==> src/rtl/instruction_fetch_stage.sv <==
// IF stage: PC register, single-outstanding imem handshake and IF/ID register.
// Define IFETCH_MISALIGN_EN to flag misaligned redirect targets instead of truncating them.
module instruction_fetch_stage #(
    parameter logic [31:0] RESET_PC = 32'h0000_0000,
    parameter logic [31:0] NOP_INST = 32'h0000_0013
) (
    input  logic        clk,
    input  logic        rst,
    input  logic [1:0]  pcSel,
    input  logic [31:0] brTarget,
    input  logic [31:0] jTarget,
    input  logic        pcStall,
    input  logic        ifidStall,
    output logic        imemReq,
    output logic [31:0] imemAddr,
    input  logic        imemValid,
    input  logic [31:0] imemData,
    output logic [31:0] dinst,
    output logic [31:0] dpc,
    output logic        dvalid,
`ifdef IFETCH_MISALIGN_EN
    output logic        misalignFault,
`endif
    output logic [6:0]  funct7,
    output logic [4:0]  rs2,
    output logic [4:0]  rs1,
    output logic [2:0]  funct3,
    output logic [4:0]  rd,
    output logic [6:0]  opcode
);

    typedef enum logic [1:0] {
        FETCH,
        WAIT,
        BUFFERED
    } state_e;

    state_e      state_q, state_d;
    logic [31:0] pc_q, pc_d;
    logic [31:0] dinst_q, dinst_d;
    logic [31:0] dpc_q, dpc_d;
    logic        dvalid_q, dvalid_d;
    logic [31:0] buf_inst_q, buf_inst_d;
    logic [31:0] buf_pc_q, buf_pc_d;
    logic        discard_q, discard_d;

    logic        redirect;
    logic        halted;
    logic [31:0] target_raw;
    logic [31:0] target;

    assign redirect   = (pcSel == 2'b01) || (pcSel == 2'b10);
    assign target_raw = (pcSel == 2'b10) ? jTarget : brTarget;

`ifdef IFETCH_MISALIGN_EN
    logic fault_q;

    assign target        = target_raw;
    assign halted        = fault_q;
    assign misalignFault = fault_q;

    // Fault persists until the next redirect re-evaluates alignment.
    always_ff @(posedge clk or posedge rst) begin
        if (rst) begin
            fault_q <= 1'b0;
        end else if (redirect) begin
            fault_q <= |target_raw[1:0];
        end
    end
`else
    assign target = target_raw & ~32'h3;
    assign halted = 1'b0;
`endif

    always_comb begin
        imemReq = 1'b0;
        if (!rst) begin
            unique case (state_q)
                FETCH:   imemReq = !pcStall && !redirect && !halted;
                WAIT:    imemReq = !discard_q;
                default: imemReq = 1'b0;
            endcase
        end
    end

    assign imemAddr = pc_q;

    always_comb begin
        state_d    = state_q;
        pc_d       = pc_q;
        dinst_d    = dinst_q;
        dpc_d      = dpc_q;
        dvalid_d   = dvalid_q;
        buf_inst_d = buf_inst_q;
        buf_pc_d   = buf_pc_q;
        discard_d  = discard_q;

        // Bubble into IF/ID unless stalled or a real instruction arrives.
        if (!ifidStall) begin
            dinst_d  = NOP_INST;
            dvalid_d = 1'b0;
        end

        if (redirect) begin
            pc_d       = target;
            dinst_d    = NOP_INST;
            dvalid_d   = 1'b0;
            buf_inst_d = '0;
            buf_pc_d   = '0;
            if (state_q == WAIT && !imemValid) begin
                state_d   = WAIT;
                discard_d = 1'b1;
            end else begin
                state_d   = FETCH;
                discard_d = 1'b0;
            end
        end else begin
            unique case (state_q)
                FETCH: begin
                    if (imemReq) begin
                        state_d = WAIT;
                    end
                end
                WAIT: begin
                    if (imemValid) begin
                        state_d   = FETCH;
                        discard_d = 1'b0;
                        if (!discard_q) begin
                            pc_d = pc_q + 32'd4;
                            if (ifidStall) begin
                                buf_inst_d = imemData;
                                buf_pc_d   = pc_q;
                                state_d    = BUFFERED;
                            end else begin
                                dinst_d  = imemData;
                                dpc_d    = pc_q;
                                dvalid_d = 1'b1;
                            end
                        end
                    end
                end
                BUFFERED: begin
                    if (!ifidStall) begin
                        dinst_d  = buf_inst_q;
                        dpc_d    = buf_pc_q;
                        dvalid_d = 1'b1;
                        state_d  = FETCH;
                    end
                end
                default: state_d = FETCH;
            endcase
        end
    end

    always_ff @(posedge clk or posedge rst) begin
        if (rst) begin
            state_q    <= FETCH;
            pc_q       <= RESET_PC;
            dinst_q    <= NOP_INST;
            dpc_q      <= '0;
            dvalid_q   <= 1'b0;
            buf_inst_q <= '0;
            buf_pc_q   <= '0;
            discard_q  <= 1'b0;
        end else begin
            state_q    <= state_d;
            pc_q       <= pc_d;
            dinst_q    <= dinst_d;
            dpc_q      <= dpc_d;
            dvalid_q   <= dvalid_d;
            buf_inst_q <= buf_inst_d;
            buf_pc_q   <= buf_pc_d;
            discard_q  <= discard_d;
        end
    end

    assign dinst  = dinst_q;
    assign dpc    = dpc_q;
    assign dvalid = dvalid_q;
    assign funct7 = dinst_q[31:25];
    assign rs2    = dinst_q[24:20];
    assign rs1    = dinst_q[19:15];
    assign funct3 = dinst_q[14:12];
    assign rd     = dinst_q[11:7];
    assign opcode = dinst_q[6:0];

endmodule

==> config.mk <==
export PLATFORM = sky130hd
export DESIGN_NAME = instruction_fetch_stage
export DESIGN_NICKNAME = d
export VERILOG_FILES = /design/src/rtl/instruction_fetch_stage.sv
export SDC_FILE = /design/constraint.sdc
export NUM_CORES = 1
export LEC_CHECK = 0
export CAP_MARGIN = 10
export CORE_MARGIN = 8
export CORE_UTILIZATION = 40
export CTS_BUF_LIST = sky130_fd_sc_hd__clkbuf_16
export CTS_CLUSTER_DIAMETER = 50
export DETAILED_ROUTE_END_ITERATION = 10
export HOLD_SLACK_MARGIN = 0.05
export PLACE_DENSITY = 0.81
export SLEW_MARGIN = 30
export SYNTH_ARGS = -nofsm -noshare
export SYNTH_HDL_FRONTEND = slang
export SYNTH_SLANG_ARGS = --single-unit
==> constraint.sdc <==
create_clock -name clk -period 12.8 [get_ports clk]
set_clock_uncertainty 0.2 [all_clocks]
set_input_delay 2.56 -clock clk [delete_from_list [all_inputs] [get_ports clk]]
set_output_delay 2.56 -clock clk [all_outputs]
set_load 0.05 [all_outputs]
==> results_dict.tcl, run 1 <==
set metrics [dict create \
    status "finished clean" \
    hold_viol_final 0 \
    cts.sinks 160 \
    diodes 0 \
    start_kind "primary input" \
    antenna_found_initial 0 \
    clk_latency_ns 0.42 \
    die-area_um2 25300 \
    finalCritPeriodShare_pct 57.1 \
    drt_wl_total_um 24900 \
    yosysUniqueCellTypes 56 \
    ff2ff_setup_slack_ns 9.23 \
    powerDensity_nw_per_um2 186 \
    ant_nets 0 \
    pre_cts_ws_ns 5.43 \
    crit_arrival_ns 4.55 \
    synth_top_flop_cell "dfrtp_1" \
    p_leak_nw 4.27 \
    post-route-cell-area_um2 10900 \
    multi_input_area_um2 3590 \
    wl_per_cell_um 20.0 \
    synth_edf_count 0 \
    ctsResizeCount 0 \
    synth_xor_area_share_pct 0.857 \
    maxSlewHeadroom_pct 42.4 \
    final_nets 1071 \
    synth-simple-area-share_pct 14.9 \
    yosys.area_share.adder_pct 0.765 \
    grt_use_total_pct 19.6 \
    dr.pass1.iters 5 \
    fin_ws_ns 5.49 \
    seqCellArea_um2 4010 \
    tritoncts "built" \
    total_power_mw 2.03 \
    yosysSeqAreaShare_pct 49.0 \
    async_flop_share_pct 100 \
    ys_ff_latch 160 \
    place_inst 1214 \
    slowest_delay_ns 0.85 \
    crit_top_cell "clkdlybuf4s50_1" \
    die_height_um 159 \
    fillers 1742 \
    postCtsSetupBuffers 0 \
    max_freq_mhz 137 \
    maxCapViolCount 0 \
    numCtsBuffers 17 \
    syn2layout_area_growth_pct 33.4 \
    crit_fanout 7 \
    start_util_pct 40.5 \
    drive_gt1_share_pct 9.22 \
    setup_viol 0 \
    worstSetupPathType "in2out" \
    clockRootBuffer "clkbuf_16" \
    netlist_instances 803 \
    io_pins 233 \
    crit_slowest_cell "clkdlybuf4s50_1" \
    grt_pass1_vias 6810 \
    tns_ns 0 \
    hpwl_um 17000 \
    clk_pin_slew_ns 0.06 \
    report.final.slew_viol_count 0 \
    die_w_um 159 \
    grt-ovfl-total 0 \
    hold_path_class "reg2reg" \
    dr_total_vias 6867 \
    synth.area.mux_share_pct 3.92 \
    drc 0 \
    cts_buffer_depth 2 \
    instances_no_fill 1246 \
    fp-row-count 52 \
    synth_top_family_by_area "compound AO/OA/AOI/OAI gates" \
    core_area_um2 20200 \
    cp_cell_sequence "clkdlybuf4s50_1 -> inv_1 -> ha_4 -> nand3b_1 -> a21oi_1 -> clkdlybuf4s50_1" \
    htreeDepth 4 \
    worstMarginPinSlew_ns 0.865 \
    ir_drop_mv 0.101 \
    period_minus_slack_ns 7.31 \
    cp.required_ns 10.04 \
    port-buffer-count 226 \
    grt_pass1_wl_um 39700 \
    yosysWarnings 0 \
    drtIter0Drc 549 \
    cts_hold_buf 0 \
    grt_start_max_net_pins 92 \
    netlist_area_um2 8180 \
    vias_per_cell 5.51 \
    syn_avg_cell_area_um2 10.2 \
    gp_congestion 0.823 \
    place_area_um2 10300 \
    rsz0062_at_grt "false" \
    endpoint_kind "primary output" \
    synth_compound_area_share_pct 23.0 \
]
## final timing paths
| path | startpoint | end | cells past startpoint |
|---|---|---|---|
| worst max-delay path | pcSel[0] | imemReq | 6 |
| worst min-delay path | buf_pc_q[31] | buf_pc_q[31] | 1 |
| worst max register to register | state_q[1] | buf_inst_q[11] | 8 |
| worst min register to register | buf_pc_q[31] | buf_pc_q[31] | 1 |
| max in group asynchronous | rst | buf_pc_q[25] | 3 |
| min in group asynchronous | rst | state_q[1] | 2 |
## cells in the mapped netlist (2+ instances only)
master     number  area, µm²
inv_1          11       41.3
o41ai_1         6       52.6
dfstp_2         3       78.8
a211oi_1       29        218
nor2b_1        30        188
mux2i_1        32        320
nand4b_1        2       17.5
xor2_1          4       35.0
nor3_1          2       10.0
nand3b_1        2       15.0
nor2_1         65        244
nand4_4         2       42.5
nand3_1        11       55.1
dfrtp_1       157       3930
xnor2_1         4       35.0
buf_1           7       26.3
or4_1           9       67.6
buf_4          39        293
or4b_1          2       20.0
buf_6           6       67.6
buf_2          16       80.1
a22oi_1        29        218
nand2b_1        2       12.5
and4_1          2       17.5
ha_1            5       62.6
o31ai_1         9       67.6
nand4bb_1       2       22.5
a31oi_1        25        156
a21oi_2        30        263
a22o_1         64        561
nand2_1        77        289
and2_1          4       25.0
or3_1           6       37.5
nand4_1         6       37.5
clkbuf_1       29        109
o21ai_0        13       65.1
and3_1          5       31.3
a21oi_1        38        190
## critical path, delay by kind of cell
| kind | cells | cell delay [ns] |
|---|---|---|
| AND/OR/NAND/NOR | 1 | 0.07 |
| buffers and inverters | 3 | 1.36 |
| AO/OA/AOI/OAI | 1 | 0.24 |
| adder cells (fa/ha/maj) | 1 | 0.30 |
## metrics by stage
stage | hold slack, ns | util (%)
after global routing | 0.322 | 54.1
after detailed placement | 0.288 | 51.3
after floorplan | 0.260 | -
after global placement | 0.288 | 51.1
after CTS | 0.304 | 54.0
final | 0.306 | 54.1
## where the power goes
part,internal (mW),switching [mW]
Sequential,0.601,0.0907
Clock,0.265,0.212
Combinational,0.289,0.574
Total,1.16,0.876
## logic make-up (layout without fill, tap and decap cells)
kind of cell | count (synthesis) | count (layout)
compound gates | 251 | 251
xor+xnor | 8 | 8
fa+ha+maj | 5 | 5
buf+inv | 108 | 280
flops | 160 | 160
mux | 32 | 32
other cells | 1 | 2
simple gates | 238 | 238
## state kept, by name, summed over array words and instances, names as in the netlist
| signal | count |
|---|---|
| dinst | 32 |
| state_q | 2 |
| buf_inst_q | 32 |
| imemAddr | 30 |
| buf_pc_q | 31 |
| discard_q | 1 |
| dpc | 31 |
| dvalid | 1 |
## cells in the final DEF, fill, tap and decap left out, types with 8 or more instances in the layout
cell type and count:
or4_1 9, a211oi_1 29, a21oi_2 30, nand3_1 11, a22oi_1 29, dfrtp_1 157, nor2b_1 30, o21ai_0 13
nor2_1 63, a31oi_1 25, clkdlybuf4s50_1 226, clkbuf_16 17, a22o_1 64, mux2i_1 32, a21oi_1 38, inv_1 9
nand2_1 76, o31ai_1 9, buf_4 8
## layer usage
metal	up-vias	wire length, µm	track usage (%)	part of all wire [%]
li1	3214	-	-	-
met1	3370	10900	25.9	44
met2	238	12000	31.2	48
met3	45	1340	4.08	5.4
met4	0	627	7.25	2.5
met5	-	0	0	0
## area by class of cell
type	instances	share of cell area [%]
Clock buffer	17	3.90
Clock inverter	15	1.11
Inverter	11	0.424
Multi-Input combinational cell	536	32.9
Sequential cell	160	36.7
Tap cell	270	3.10
Timing Repair Buffer	237	21.8
Power figures use the tool's default switching activity.
==> inputs of run 2 (changes only) <==
Settings changed: PLACE_DENSITY 0.81 to 0.84.
Clock period 12.8 ns to 6.25 ns, I/O delays scaled along.
==> results_dict.tcl, run 2 (synthesis gave the netlist of run 1 again) <==
set metrics [dict create \
    hold_depth 1 \
    hold_viol_final 0 \
    grt_pass1_vias 7076 \
    clk_latency_ns 0.42 \
    grt_start_max_net_pins 104 \
    report.final.slew_viol_count 0 \
    fillers 1769 \
    drt_wl_total_um 25100 \
    p_leak_nw 4.31 \
    cts_hold_buf 0 \
    postCtsSetupBuffers 0 \
    cts.sinks 160 \
    final_nets 1073 \
    fin_hold_ws_ns 0.307 \
    p_sw_mw 1.77 \
    start_util_pct 40.5 \
    crit_slowest_cell "clkdlybuf4s50_1" \
    antenna_found_initial 1 \
    numCtsBuffers 17 \
    intPower_mw 2.48 \
    max_freq_mhz 211 \
    hpwl_um 16900 \
    die_w_um 159 \
    gp_congestion 0.814 \
    r2r_cells 8 \
    clock_power_share_pct 25.5 \
    crit_family "buffers and inverters" \
    fp-row-count 52 \
    drtIter0Drc 452 \
    drc 0 \
    grt-ovfl-total 0 \
    powerDensity_nw_per_um2 388 \
    finalCritPeriodShare_pct 75.9 \
    worstMarginPinSlew_ns 0.794 \
    p_seq_share_pct 33.0 \
    maxSlewHeadroom_pct 47.0 \
    cp.required_ns 4.80 \
    slowest_delay_ns 0.88 \
    clk_pin_slew_ns 0.06 \
    worstSetupPathType "in2out" \
    ir_drop_mv 0.238 \
    ant_nets 0 \
    swShare_pct 41.6 \
    hold_path_class "reg2reg" \
    die-area_um2 25300 \
    ctsResizeCount 0 \
    drive_gt1_share_pct 8.90 \
    pre_cts_ws_ns 1.51 \
    clockRootBuffer "clkbuf_16" \
    cts_buffer_depth 2 \
    final_common_cell "clkdlybuf4s50_1" \
    dr_total_vias 6937 \
    crit_top_cell "clkdlybuf4s50_1" \
    fin_ws_ns 1.51 \
    cp_num_buf_inv 3 \
    setup_viol 0 \
    cp.depth 6 \
    io_pins 233 \
    endpoint_kind "primary output" \
    cp_cell_sequence "clkdlybuf4s50_1 -> inv_1 -> ha_2 -> nand3b_1 -> a21oi_1 -> clkdlybuf4s50_1" \
    crit_arrival_ns 3.29 \
    status "finished clean" \
    maxCapViolCount 0 \
    crit_fanout 3 \
    pwr-share-comb_pct 41.5 \
    period_minus_slack_ns 4.74 \
    grt_use_total_pct 19.5 \
    port-buffer-count 226 \
    vias_per_cell 5.55 \
    layout_common_cells "226 x clkdlybuf4s50_1, 157 x dfrtp_1, 76 x nand2_1, 64 x a22o_1, 63 x nor2_1" \
    tritoncts "built" \
    grt_pass1_wl_um 40000 \
    die_height_um 159 \
    htreeDepth 4 \
    total_power_mw 4.24 \
    dr.pass1.iters 5 \
    syn2layout_area_growth_pct 33.8 \
    rsz0062_at_grt "false" \
    wl_per_cell_um 20.1 \
    start_kind "primary input" \
    core_area_um2 20200 \
    fin_util_pct 54.2 \
    tns_ns 0 \
]
==> run 2: cell count changes in the layout (fill, tap and decap cells not counted), sizes merged <==
cell      change
buf           +2
bufinv        +3
clkinv        -3
diode         +1
clkinvlp      -3
inv           +3
==> run 2: path summary, 6_finish.rpt <==
path / from / endpoint / slack [ns]
max: pcSel[0] / imemReq / 1.51
min reg2reg: buf_inst_q[12] / buf_inst_q[12] / 0.31
min: buf_inst_q[12] / buf_inst_q[12] / 0.31
min in group asynchronous: rst / buf_inst_q[0] / 1.24
max reg2reg: state_q[1] / buf_inst_q[14] / 3.13
max in group asynchronous: rst / dpc[19] / 3.61
==> run 2: metal layers <==
metal	share of wire (%)	global-route usage (%)
met1	42	24.0
met5	0	0
met3	5.3	3.90
met2	49	32.7
met4	3.3	8.36
==> run 2: cell type report <==
type	instances	area [µm²]	share of cell area, %
clock buffer	17	425	3.89
tap	270	338	3.09
timing repair buffer	239	2360	21.6
antenna	1	2.50	0.0229
clock inverter	15	176	1.61
sequential	160	4010	36.6
inverter	11	48.8	0.446
multi-input combinational	536	3580	32.7
==> run 2: metrics by stage <==
| step | instances | cell area, µm² |
|---|---|---|
| final | 1249 | 10900 |
| after global routing | 1249 | 10900 |
| after CTS | 1248 | 10900 |
| after detailed placement | 1216 | 10300 |
| after global placement | 1216 | 10300 |
| after floorplan | 804 | 8180 |
==> run 2: power groups by stage <==
stage               Combinational, mW  Sequential [mW]  Clock (mW)
floorplan                       0.734             1.88           0
finish                           1.76             1.40        1.08
global placement                 1.74             1.40           0
CTS                              1.77             1.40        1.09
global route                     1.87             1.43        1.14
detailed placement               1.77             1.41           0
==> inputs of run 3 (changes only) <==
Settings changed: PLACE_DENSITY 0.84 to 0.81.
Clock period 6.25 ns to 4.95 ns, I/O delays scaled along.
==> results_dict.tcl, run 3 (synthesis gave the netlist of run 1 again) <==
set metrics [dict create \
    final_nets 1072 \
    rsz0062_at_grt "false" \
    crit_start "pcSel[0]" \
    dr.pass1.iters 5 \
    vias_per_cell 5.53 \
    finalCritPeriodShare_pct 83.5 \
    drt_wl_total_um 24400 \
    grt_start_max_net_pins 89 \
    wl_per_cell_um 19.6 \
    worstSetupPathType "in2out" \
    start_kind "primary input" \
    grt_use_total_pct 18.9 \
    hold_path_class "reg2reg" \
    status "finished clean" \
    endpoint_kind "primary output" \
    clk_pin_slew_ns 0.06 \
    tritoncts "built" \
    layout_common_cells "226 x clkdlybuf4s50_1, 157 x dfrtp_1, 76 x nand2_1, 64 x a22o_1, 63 x nor2_1" \
    die_w_um 159 \
    maxCapViolCount 0 \
    whs_endpoint "buf_pc_q[27]" \
    cp.required_ns 3.76 \
    dr_total_vias 6890 \
    core_area_um2 20200 \
    port-buffer-count 226 \
    max_freq_mhz 242 \
    ir_drop_mv 0.242 \
    hold_depth 1 \
    maxSlewHeadroom_pct 49.8 \
    hold_viol_final 0 \
    powerDensity_nw_per_um2 491 \
    period_minus_slack_ns 4.13 \
    die_height_um 159 \
    grt_pass1_vias 6754 \
    drc 0 \
    fin_util_pct 54.6 \
    worstMarginPinSlew_ns 0.754 \
    hpwl_um 17000 \
    fin_hold_ws_ns 0.309 \
    htreeDepth 4 \
    clockRootBuffer "clkbuf_16" \
    drive_gt1_share_pct 9.42 \
    drtIter0Drc 541 \
    total_power_mw 5.40 \
    p_leak_nw 4.32 \
    tns_ns 0 \
    setup_viol 0 \
    hp-start "buf_pc_q[27]" \
    cts_buffer_depth 2 \
    grt_pass1_wl_um 38500 \
    clk_latency_ns 0.42 \
    cts_hold_buf 0 \
    ff2ff_setup_slack_ns 2.10 \
    antenna_found_initial 0 \
    grt-ovfl-total 0 \
    ctsResizeCount 0 \
    fp-row-count 52 \
    timing.rr.end "imemAddr[22]" \
    final_common_cell "clkdlybuf4s50_1" \
    syn2layout_area_growth_pct 34.6 \
    io_pins 233 \
    crit_arrival_ns 2.94 \
    ant_nets 0 \
    gp_congestion 0.826 \
    start_util_pct 40.5 \
    crit_fanout 3 \
    reg2reg_from "state_q[1]" \
    r2r_cells 6 \
    die-area_um2 25300 \
    cts.sinks 160 \
    report.final.slew_viol_count 0 \
    diodes 0 \
    numCtsBuffers 17 \
    postCtsSetupBuffers 0 \
]
run 3: cell count changes in the layout (fill, tap and decap cells not counted), sizes merged:
cell      previous run  this run
buf                 13        12
clkinv               6         7
diode                1         0
inv                 15        12
clkinvlp             1         3
run 3: critical path, stage by stage:
cell             delay [ns]
clkdlybuf4s50_1        0.45
inv_1                  0.06
ha_4                   0.26
nand3b_1               0.07
a21oi_1                0.24
clkdlybuf4s50_1        0.86
run 3: worst max path at each step:
stage / end / cells past startpoint
finish: imemReq / 6
global route: imemReq / 6
CTS: imemReq / 6
detailed placement: imemReq / 6
global placement: imemReq / 6
floorplan: imemReq / 4
run 3: report_power, final:
part	switching [mW]	internal (mW)	total, mW
Sequential	0.235	1.55	1.79
Combinational	1.48	0.754	2.24
Clock	0.538	0.841	1.38
run 3: metal layers:
metal	track usage (%)	wire, µm	share of wire [%]
met3	4.29	1240	5.1
met1	24.4	10500	43
met4	7.08	673	2.8
met2	30.4	11900	49
met5	0	0	0
run 3: per-stage QoR:
step           cell area (µm²)  worst slack (ns)  std cells
2_1_floorplan             8180              1.48        804
3_3_place_gp             10300             0.782       1214
3_5_place_dp             10400             0.823       1215
4_1_cts                  11000             0.807       1247
5_1_grt                  11000             0.712       1247
6_report                 11000             0.815       1247
run 3: final cells by class:
cell class / count / area (µm²)
fill: 1773 / 9160
sequential: 160 / 4010
multi-input combinational: 536 / 3590
timing repair buffer: 238 / 2410
clock buffer: 17 / 425
tap: 270 / 338
clock inverter: 15 / 193
inverter: 11 / 45.0
